**config.mk**
```make
export PLATFORM = sky130hd
export DESIGN_NAME = axis_stream_receiver_flat
export DESIGN_NICKNAME = d
export VERILOG_FILES = /design/src/rtl/axis_stream_receiver_if.sv /design/src/rtl/axis_stream_receiver.sv /design/src/flat_wrapper.sv
export SDC_FILE = /design/constraint.sdc
export NUM_CORES = 1
export LEC_CHECK = 0
export CAP_MARGIN = 20
export CORE_MARGIN = 3
export CORE_UTILIZATION = 58
export CTS_BUF_LIST = sky130_fd_sc_hd__clkbuf_4 sky130_fd_sc_hd__clkbuf_8 sky130_fd_sc_hd__clkbuf_16
export DETAILED_ROUTE_END_ITERATION = 16
export HOLD_SLACK_MARGIN = 0.05
export PLACE_DENSITY = 0.78
export SYNTH_ARGS = -nofsm -noshare
export SYNTH_HDL_FRONTEND = slang
export SYNTH_SLANG_ARGS = --single-unit
export TNS_END_PERCENT = 50
```
**constraint.sdc**
```tcl
create_clock -name aclk -period 8.1 [get_ports aclk]
set_clock_uncertainty 0.15 [all_clocks]
set_input_delay 1.62 -clock aclk [delete_from_list [all_inputs] [get_ports aclk]]
set_output_delay 1.62 -clock aclk [all_outputs]
set_load 0.01 [all_outputs]
```
**src/rtl/axis_stream_receiver_if.sv**
```systemverilog
// axis_stream_receiver_if
// AXI-Stream channel bundle between a stream master and the receiver.
// Signals:
//   tvalid/tready  beat handshake (tready driven by the slave)
//   tdata          8*N bits of beat data
//   tstrb/tkeep    per-byte qualifiers (both 0 marks a null byte)
//   tlast          last beat of a packet
//   tid/tdest/tuser  sideband, carried but not used by the receiver
interface axis_stream_receiver_if #(
    parameter int N = 4
);
    logic           tvalid;
    logic           tready;
    logic [8*N-1:0] tdata;
    logic [N-1:0]   tstrb;
    logic [N-1:0]   tkeep;
    logic           tlast;
    logic           tid;
    logic           tdest;
    logic           tuser;

    modport master (
        output tvalid, tdata, tstrb, tkeep, tlast, tid, tdest, tuser,
        input  tready
    );

    modport slave (
        input  tvalid, tdata, tstrb, tkeep, tlast, tid, tdest, tuser,
        output tready
    );
endinterface

```
**src/rtl/axis_stream_receiver.sv**
```systemverilog
// axis_stream_receiver
// AXI-Stream slave that buffers accepted beats in a first-word-fall-through
// FIFO for a local consumer. Null beats without tlast are dropped; per-packet
// byte counts and a packet counter are kept for status readback.
// Ports:
//   aclk, aresetn     clock (rising edge), asynchronous active-low reset
//   s_axis            AXI-Stream slave side (tvalid/tready/tdata/tstrb/tkeep/tlast)
//   rd_valid/rd_ready FIFO head valid / consumer pop
//   rd_data/strb/keep/last  FIFO head contents
//   fifo_count        beats stored
//   pkt_count         packets received, modulo 2^16
//   last_pkt_bytes    data-byte count of the last completed packet
//   pkt_done          one-cycle pulse after a packet completes
module axis_stream_receiver #(
    parameter int N     = 4,
    parameter int DEPTH = 8
) (
    input  logic                     aclk,
    input  logic                     aresetn,
    axis_stream_receiver_if.slave    s_axis,
    output logic                     rd_valid,
    input  logic                     rd_ready,
    output logic [8*N-1:0]           rd_data,
    output logic [N-1:0]             rd_strb,
    output logic [N-1:0]             rd_keep,
    output logic                     rd_last,
    output logic [$clog2(DEPTH):0]   fifo_count,
    output logic [15:0]              pkt_count,
    output logic [15:0]              last_pkt_bytes,
    output logic                     pkt_done
);
    localparam int AW = $clog2(DEPTH);
    localparam int EW = 8*N + 2*N + 1;

    logic [EW-1:0] mem [DEPTH];

    logic [AW-1:0] wr_ptr_q, wr_ptr_d;
    logic [AW-1:0] rd_ptr_q, rd_ptr_d;
    logic [AW:0]   count_q, count_d;
    logic [15:0]   acc_q, acc_d;
    logic [15:0]   pkt_count_q, pkt_count_d;
    logic [15:0]   last_bytes_q, last_bytes_d;
    logic          pkt_done_q, pkt_done_d;
    logic          running_q, running_d;

    logic          tready_int;
    logic          accept;
    logic          is_null;
    logic          wr_en;
    logic          pop;
    logic [15:0]   beat_bytes;

    function automatic logic [15:0] byte_count(input logic [N-1:0] bits);
        logic [15:0] total;
        total = '0;
        for (int i = 0; i < N; i++) begin
            total = total + 16'(bits[i]);
        end
        return total;
    endfunction

    // running_q holds tready low through the reset-release edge so a beat
    // presented on that edge is never accepted.
    assign tready_int    = aresetn && running_q && (count_q != (AW+1)'(DEPTH));
    assign s_axis.tready = tready_int;

    assign accept     = s_axis.tvalid && tready_int;
    assign is_null    = (s_axis.tstrb == '0) && (s_axis.tkeep == '0);
    // Null beats are only stored when they carry the packet boundary.
    assign wr_en      = accept && (!is_null || s_axis.tlast);
    assign pop        = rd_valid && rd_ready;
    assign beat_bytes = byte_count(s_axis.tstrb & s_axis.tkeep);

    assign rd_valid = (count_q != '0);
    assign {rd_data, rd_strb, rd_keep, rd_last} = mem[rd_ptr_q];

    assign fifo_count     = count_q;
    assign pkt_count      = pkt_count_q;
    assign last_pkt_bytes = last_bytes_q;
    assign pkt_done       = pkt_done_q;

    always_comb begin
        wr_ptr_d     = wr_ptr_q;
        rd_ptr_d     = rd_ptr_q;
        count_d      = count_q;
        acc_d        = acc_q;
        pkt_count_d  = pkt_count_q;
        last_bytes_d = last_bytes_q;
        pkt_done_d   = 1'b0;
        running_d    = 1'b1;

        if (wr_en) begin
            wr_ptr_d = wr_ptr_q + AW'(1);
        end
        if (pop) begin
            rd_ptr_d = rd_ptr_q + AW'(1);
        end
        case ({wr_en, pop})
            2'b10:   count_d = count_q + (AW+1)'(1);
            2'b01:   count_d = count_q - (AW+1)'(1);
            default: count_d = count_q;
        endcase

        if (accept) begin
            if (s_axis.tlast) begin
                last_bytes_d = acc_q + beat_bytes;
                acc_d        = '0;
                pkt_count_d  = pkt_count_q + 16'd1;
                pkt_done_d   = 1'b1;
            end else begin
                acc_d = acc_q + beat_bytes;
            end
        end
    end

    always_ff @(posedge aclk or negedge aresetn) begin
        if (!aresetn) begin
            wr_ptr_q     <= '0;
            rd_ptr_q     <= '0;
            count_q      <= '0;
            acc_q        <= '0;
            pkt_count_q  <= '0;
            last_bytes_q <= '0;
            pkt_done_q   <= 1'b0;
            running_q    <= 1'b0;
        end else begin
            wr_ptr_q     <= wr_ptr_d;
            rd_ptr_q     <= rd_ptr_d;
            count_q      <= count_d;
            acc_q        <= acc_d;
            pkt_count_q  <= pkt_count_d;
            last_bytes_q <= last_bytes_d;
            pkt_done_q   <= pkt_done_d;
            running_q    <= running_d;
        end
    end

    // Storage needs no reset; stale entries are never visible while count is 0.
    always_ff @(posedge aclk) begin
        if (wr_en) begin
            mem[wr_ptr_q] <= {s_axis.tdata, s_axis.tstrb, s_axis.tkeep, s_axis.tlast};
        end
    end
endmodule
```
**src/flat_wrapper.sv**
```systemverilog
// flat-port wrapper written by rule: the top's interface ports become plain ports
module axis_stream_receiver_flat 
#(
    parameter int N     = 4,
    parameter int DEPTH = 8
)
  (aclk, aresetn, rd_valid, rd_ready, rd_data, rd_strb, rd_keep, rd_last, fifo_count, pkt_count, last_pkt_bytes, pkt_done, s_axis_tvalid, s_axis_tdata, s_axis_tstrb, s_axis_tkeep, s_axis_tlast, s_axis_tid, s_axis_tdest, s_axis_tuser, s_axis_tready);
  axis_stream_receiver_if #(.N(N)) s_axis_i ();
  input  logic aclk;
  input  logic aresetn;
  output logic rd_valid;
  input  logic rd_ready;
  output logic [8*N-1:0] rd_data;
  output logic [N-1:0] rd_strb;
  output logic [N-1:0] rd_keep;
  output logic rd_last;
  output logic [$clog2(DEPTH):0] fifo_count;
  output logic [15:0] pkt_count;
  output logic [15:0] last_pkt_bytes;
  output logic pkt_done;
  input wire logic [$bits(s_axis_i.tvalid)-1:0] s_axis_tvalid;
  input wire logic [$bits(s_axis_i.tdata)-1:0] s_axis_tdata;
  input wire logic [$bits(s_axis_i.tstrb)-1:0] s_axis_tstrb;
  input wire logic [$bits(s_axis_i.tkeep)-1:0] s_axis_tkeep;
  input wire logic [$bits(s_axis_i.tlast)-1:0] s_axis_tlast;
  input wire logic [$bits(s_axis_i.tid)-1:0] s_axis_tid;
  input wire logic [$bits(s_axis_i.tdest)-1:0] s_axis_tdest;
  input wire logic [$bits(s_axis_i.tuser)-1:0] s_axis_tuser;
  output wire logic [$bits(s_axis_i.tready)-1:0] s_axis_tready;
  assign s_axis_i.tvalid = s_axis_tvalid;
  assign s_axis_i.tdata = s_axis_tdata;
  assign s_axis_i.tstrb = s_axis_tstrb;
  assign s_axis_i.tkeep = s_axis_tkeep;
  assign s_axis_i.tlast = s_axis_tlast;
  assign s_axis_i.tid = s_axis_tid;
  assign s_axis_i.tdest = s_axis_tdest;
  assign s_axis_i.tuser = s_axis_tuser;
  assign s_axis_tready = s_axis_i.tready;
  axis_stream_receiver #(.N(N), .DEPTH(DEPTH)) u_core (.aclk(aclk), .aresetn(aresetn), .s_axis(s_axis_i), .rd_valid(rd_valid), .rd_ready(rd_ready), .rd_data(rd_data), .rd_strb(rd_strb), .rd_keep(rd_keep), .rd_last(rd_last), .fifo_count(fifo_count), .pkt_count(pkt_count), .last_pkt_bytes(last_pkt_bytes), .pkt_done(pkt_done));
endmodule
```
==> flow_metrics.py <==
metrics = {
    "power_and_ir_drop": {
        "irDropWorstVdd_mv": 0.205,
        "power_uw": 5890,
        "p_leak_uw": 0.00621,
        "power_density_mw_per_mm2": 320,
    },
    "timing": {
        "post-route-min-period_ns": 5.23,
        "period_share_pct": 64.5,
        "setup_tns_ns": 0,
        "hold_viol_final": 0,
        "slew_violations": 0,
        "worstMarginPinSlew_ns": 1.05,
        "setup_violations": 0,
        "rsz0062_at_grt": "no",
        "relSlewSlack_pct": 29.9,
        "whs_ns": 0.320,
        "fmax_mhz": 191,
    },
    "flow_run": {
        "maxCapViolCount": 0,
    },
    "worst_setup_path": {
        "path_class": "reg2out",
        "r2r_slack_ns": 4.74,
        "critical_path_required_ns": 6.33,
        "start_kind": "flip-flop",
        "crit_chain": "buf_4 -> mux4_2 -> mux2_2 -> clkdlybuf4s50_1",
        "worstPathArrival_ns": 3.46,
        "cp_max_fo": 46,
        "cp_slowest_cell": "dfrtp_4",
        "cp-end-kind": "primary output",
        "max_stage_delay_ns": 1.02,
    },
    "clock_tree": {
        "clock-sinks": 388,
        "clockBufferDepth": 3,
        "clock_latency_ns": 0.51,
        "cts_tree": "yes",
        "cts_resized": 0,
        "holdBufCountCts": 0,
        "post_cts_buffers": 0,
        "clock-root-buffer": "clkbuf_16",
        "h-tree-depth": 2,
        "clk_pin_slew_ns": 0.06,
        "cts_buffers": 39,
    },
    "logic_synthesis": {
        "synth_top_area_cell": "edfxtp_1",
        "synthCells": 804,
        "synth_edf_count": 328,
        "syn_nets": 866,
        "syn_area_mm2": 0.0155,
        "synth_top_area_share_pct": 63.6,
        "ys_seq_area_share_pct": 73.3,
        "yosys_warnings": 0,
        "postSynthAreaPerCell_um2": 19.3,
        "synth_top_flop_cell": "edfxtp_1",
        "synth.area.top_cells": "edfxtp_1 (64%), mux4_2 (12%), dfrtp_1 (9.7%), mux2_2 (3.1%), xnor2_1 (1.4%)",
        "ys_seq_elements": 388,
        "ys_types": 54,
        "async_flop_share_pct": 15.5,
    },
    "finish": {
        "nets": 1012,
        "multi_input_area_mm2": 0.00396,
        "seq_area_mm2": 0.0114,
        "final_core_util_pct": 70.6,
        "fillers": 1614,
        "drive_above_1_share_pct": 23.4,
        "syn_to_final_growth_pct": 19.2,
        "final_cell_area_mm2": 0.0184,
    },
    "global_route": {
        "grt_max_degree": 76,
        "grt_pass1_wl_um": 46100,
        "grt_pass1_vias": 8207,
        "antenna_found_initial": 1,
        "overflow": 0,
        "track_usage_pct": 20.9,
    },
    "worst_hold_path": {
        "min_path_type": "reg2reg",
    },
    "detailed_routing": {
        "routed_wl_um": 29200,
        "post-route-drc-count": 0,
        "via_per_inst": 5.98,
        "ant_nets": 0,
        "wire_per_inst_um": 22.2,
        "num_vias": 7858,
        "first_pass_iters": 5,
        "dr.first_iter.drc_count": 714,
    },
    "floorplanning": {
        "start_util_pct": 59.3,
        "ios": 128,
        "dieArea_mm2": 0.0287,
        "die_w_um": 169,
        "die_y_um": 169,
        "fp-row-count": 59,
        "core_mm2": 0.0261,
    },
    "place": {
        "placed_cell_area_mm2": 0.0172,
        "port_buffers": 124,
        "place.gp.congestion": 0.826,
        "place_hpwl_um": 16100,
    },
    "run_status": {
        "status": "completed",
    },
}
placed cells by master (no fill, tap or decap), drive strengths merged, types with 18 or more instances in the layout:
master / n
clkbuf: 57
clkdlybuf4s50: 123
nand2: 35
xnor2: 26
nor2: 22
mux4: 82
edfxtp: 328
buf: 18
dfrtp: 60
o21ai: 20
a21oi: 18
mux2: 43
sequential cells by signal, indices dropped and copies added (netlist names):
signal and count:
u_core.acc_q 16, u_core.fifo_count 4, u_core.last_pkt_bytes 16, u_core.mem 328
u_core.pkt_count 16, u_core.pkt_done 1, u_core.rd_ptr_q 3, u_core.running_q 1
u_core.wr_ptr_q 3
stage by stage:
step | instances | worst slack (ns)
finish | 1315 | 2.87
global route | 1315 | 2.63
CTS | 1314 | 2.79
detailed placement | 1244 | 2.62
global placement | 1244 | 2.68
floorplan | 804 | 0.832
logic make-up (layout without fill, tap and decap cells):
logic type,count (synthesis),after routing,synth area share (%)
and+or+nand+nor,130,130,4.60
DFF,388,388,73.3
muxes,126,126,15.1
xor gates and xnor gates,32,32,1.86
AOI/OAI and AO/OA,61,61,2.38
adders and majority gates,14,14,1.28
buffers and inverters,52,227,1.44
other,1,2,0.0242
worst max-delay path: cells and delay by family, from the launching register on:
family / cells / cell delay (ns)
buffers and inverters: 2 / 1.06
muxes: 2 / 0.83
DFF: 1 / 1.02
cell type report:
class,instances,share of cell area [%]
Multi-Input combinational cell,364,21.4
Tap cell,335,2.27
Sequential cell,388,61.6
Clock inverter,13,0.631
Inverter,16,0.326
Clock buffer,57,6.35
Antenna cell,1,0.0136
Timing Repair Buffer,141,7.39
synth_stat cells (3+ instances only):
cell,instances
nand4_1,8
or3_1,3
buf_2,14
xor2_1,6
a31oi_1,5
dfrtp_1,60
nand3_1,9
nor3b_1,3
and4_1,5
ha_1,11
nand2_1,35
fa_1,3
a22o_1,3
nand3b_1,3
and2_1,4
a21oi_1,18
edfxtp_1,328
nor4_1,8
o21ai_0,20
xnor2_1,25
inv_1,15
nor2_1,21
and3_1,3
mux2_2,43
nor2b_1,4
mux4_2,82
o31ai_1,4
clkbuf_1,17
nor3_1,10
power by group:
group / internal [uW] / switching [uW] / total (uW)
combinational: 973 / 690 / 1660
clock: 1070 / 693 / 1760
sequential: 2310 / 163 / 2470
metal layers:
metal | GRT usage [%] | vias up | share of wire (%)
li1 | - | 3525 | -
met2 | 34.2 | 237 | 49
met1 | 29.1 | 4052 | 42
met5 | 0 | - | 0
met3 | 4.52 | 44 | 6.2
met4 | 5.80 | 0 | 2.0
final timing paths:
path	startpoint	end	cells after the start
worst max register to register	u_core.fifo_count[3]	u_core.mem[6][0]	5
min in group asynchronous	aresetn	u_core.acc_q[14]	2
worst min register to register	u_core.rd_ptr_q[2]	u_core.rd_ptr_q[2]	1
worst max-delay path	u_core.rd_ptr_q[0]	rd_keep[0]	4
max in group asynchronous	aresetn	u_core.rd_ptr_q[0]	2
worst min-delay path	u_core.rd_ptr_q[2]	u_core.rd_ptr_q[2]	1
(Power assumes the default switching activity.)
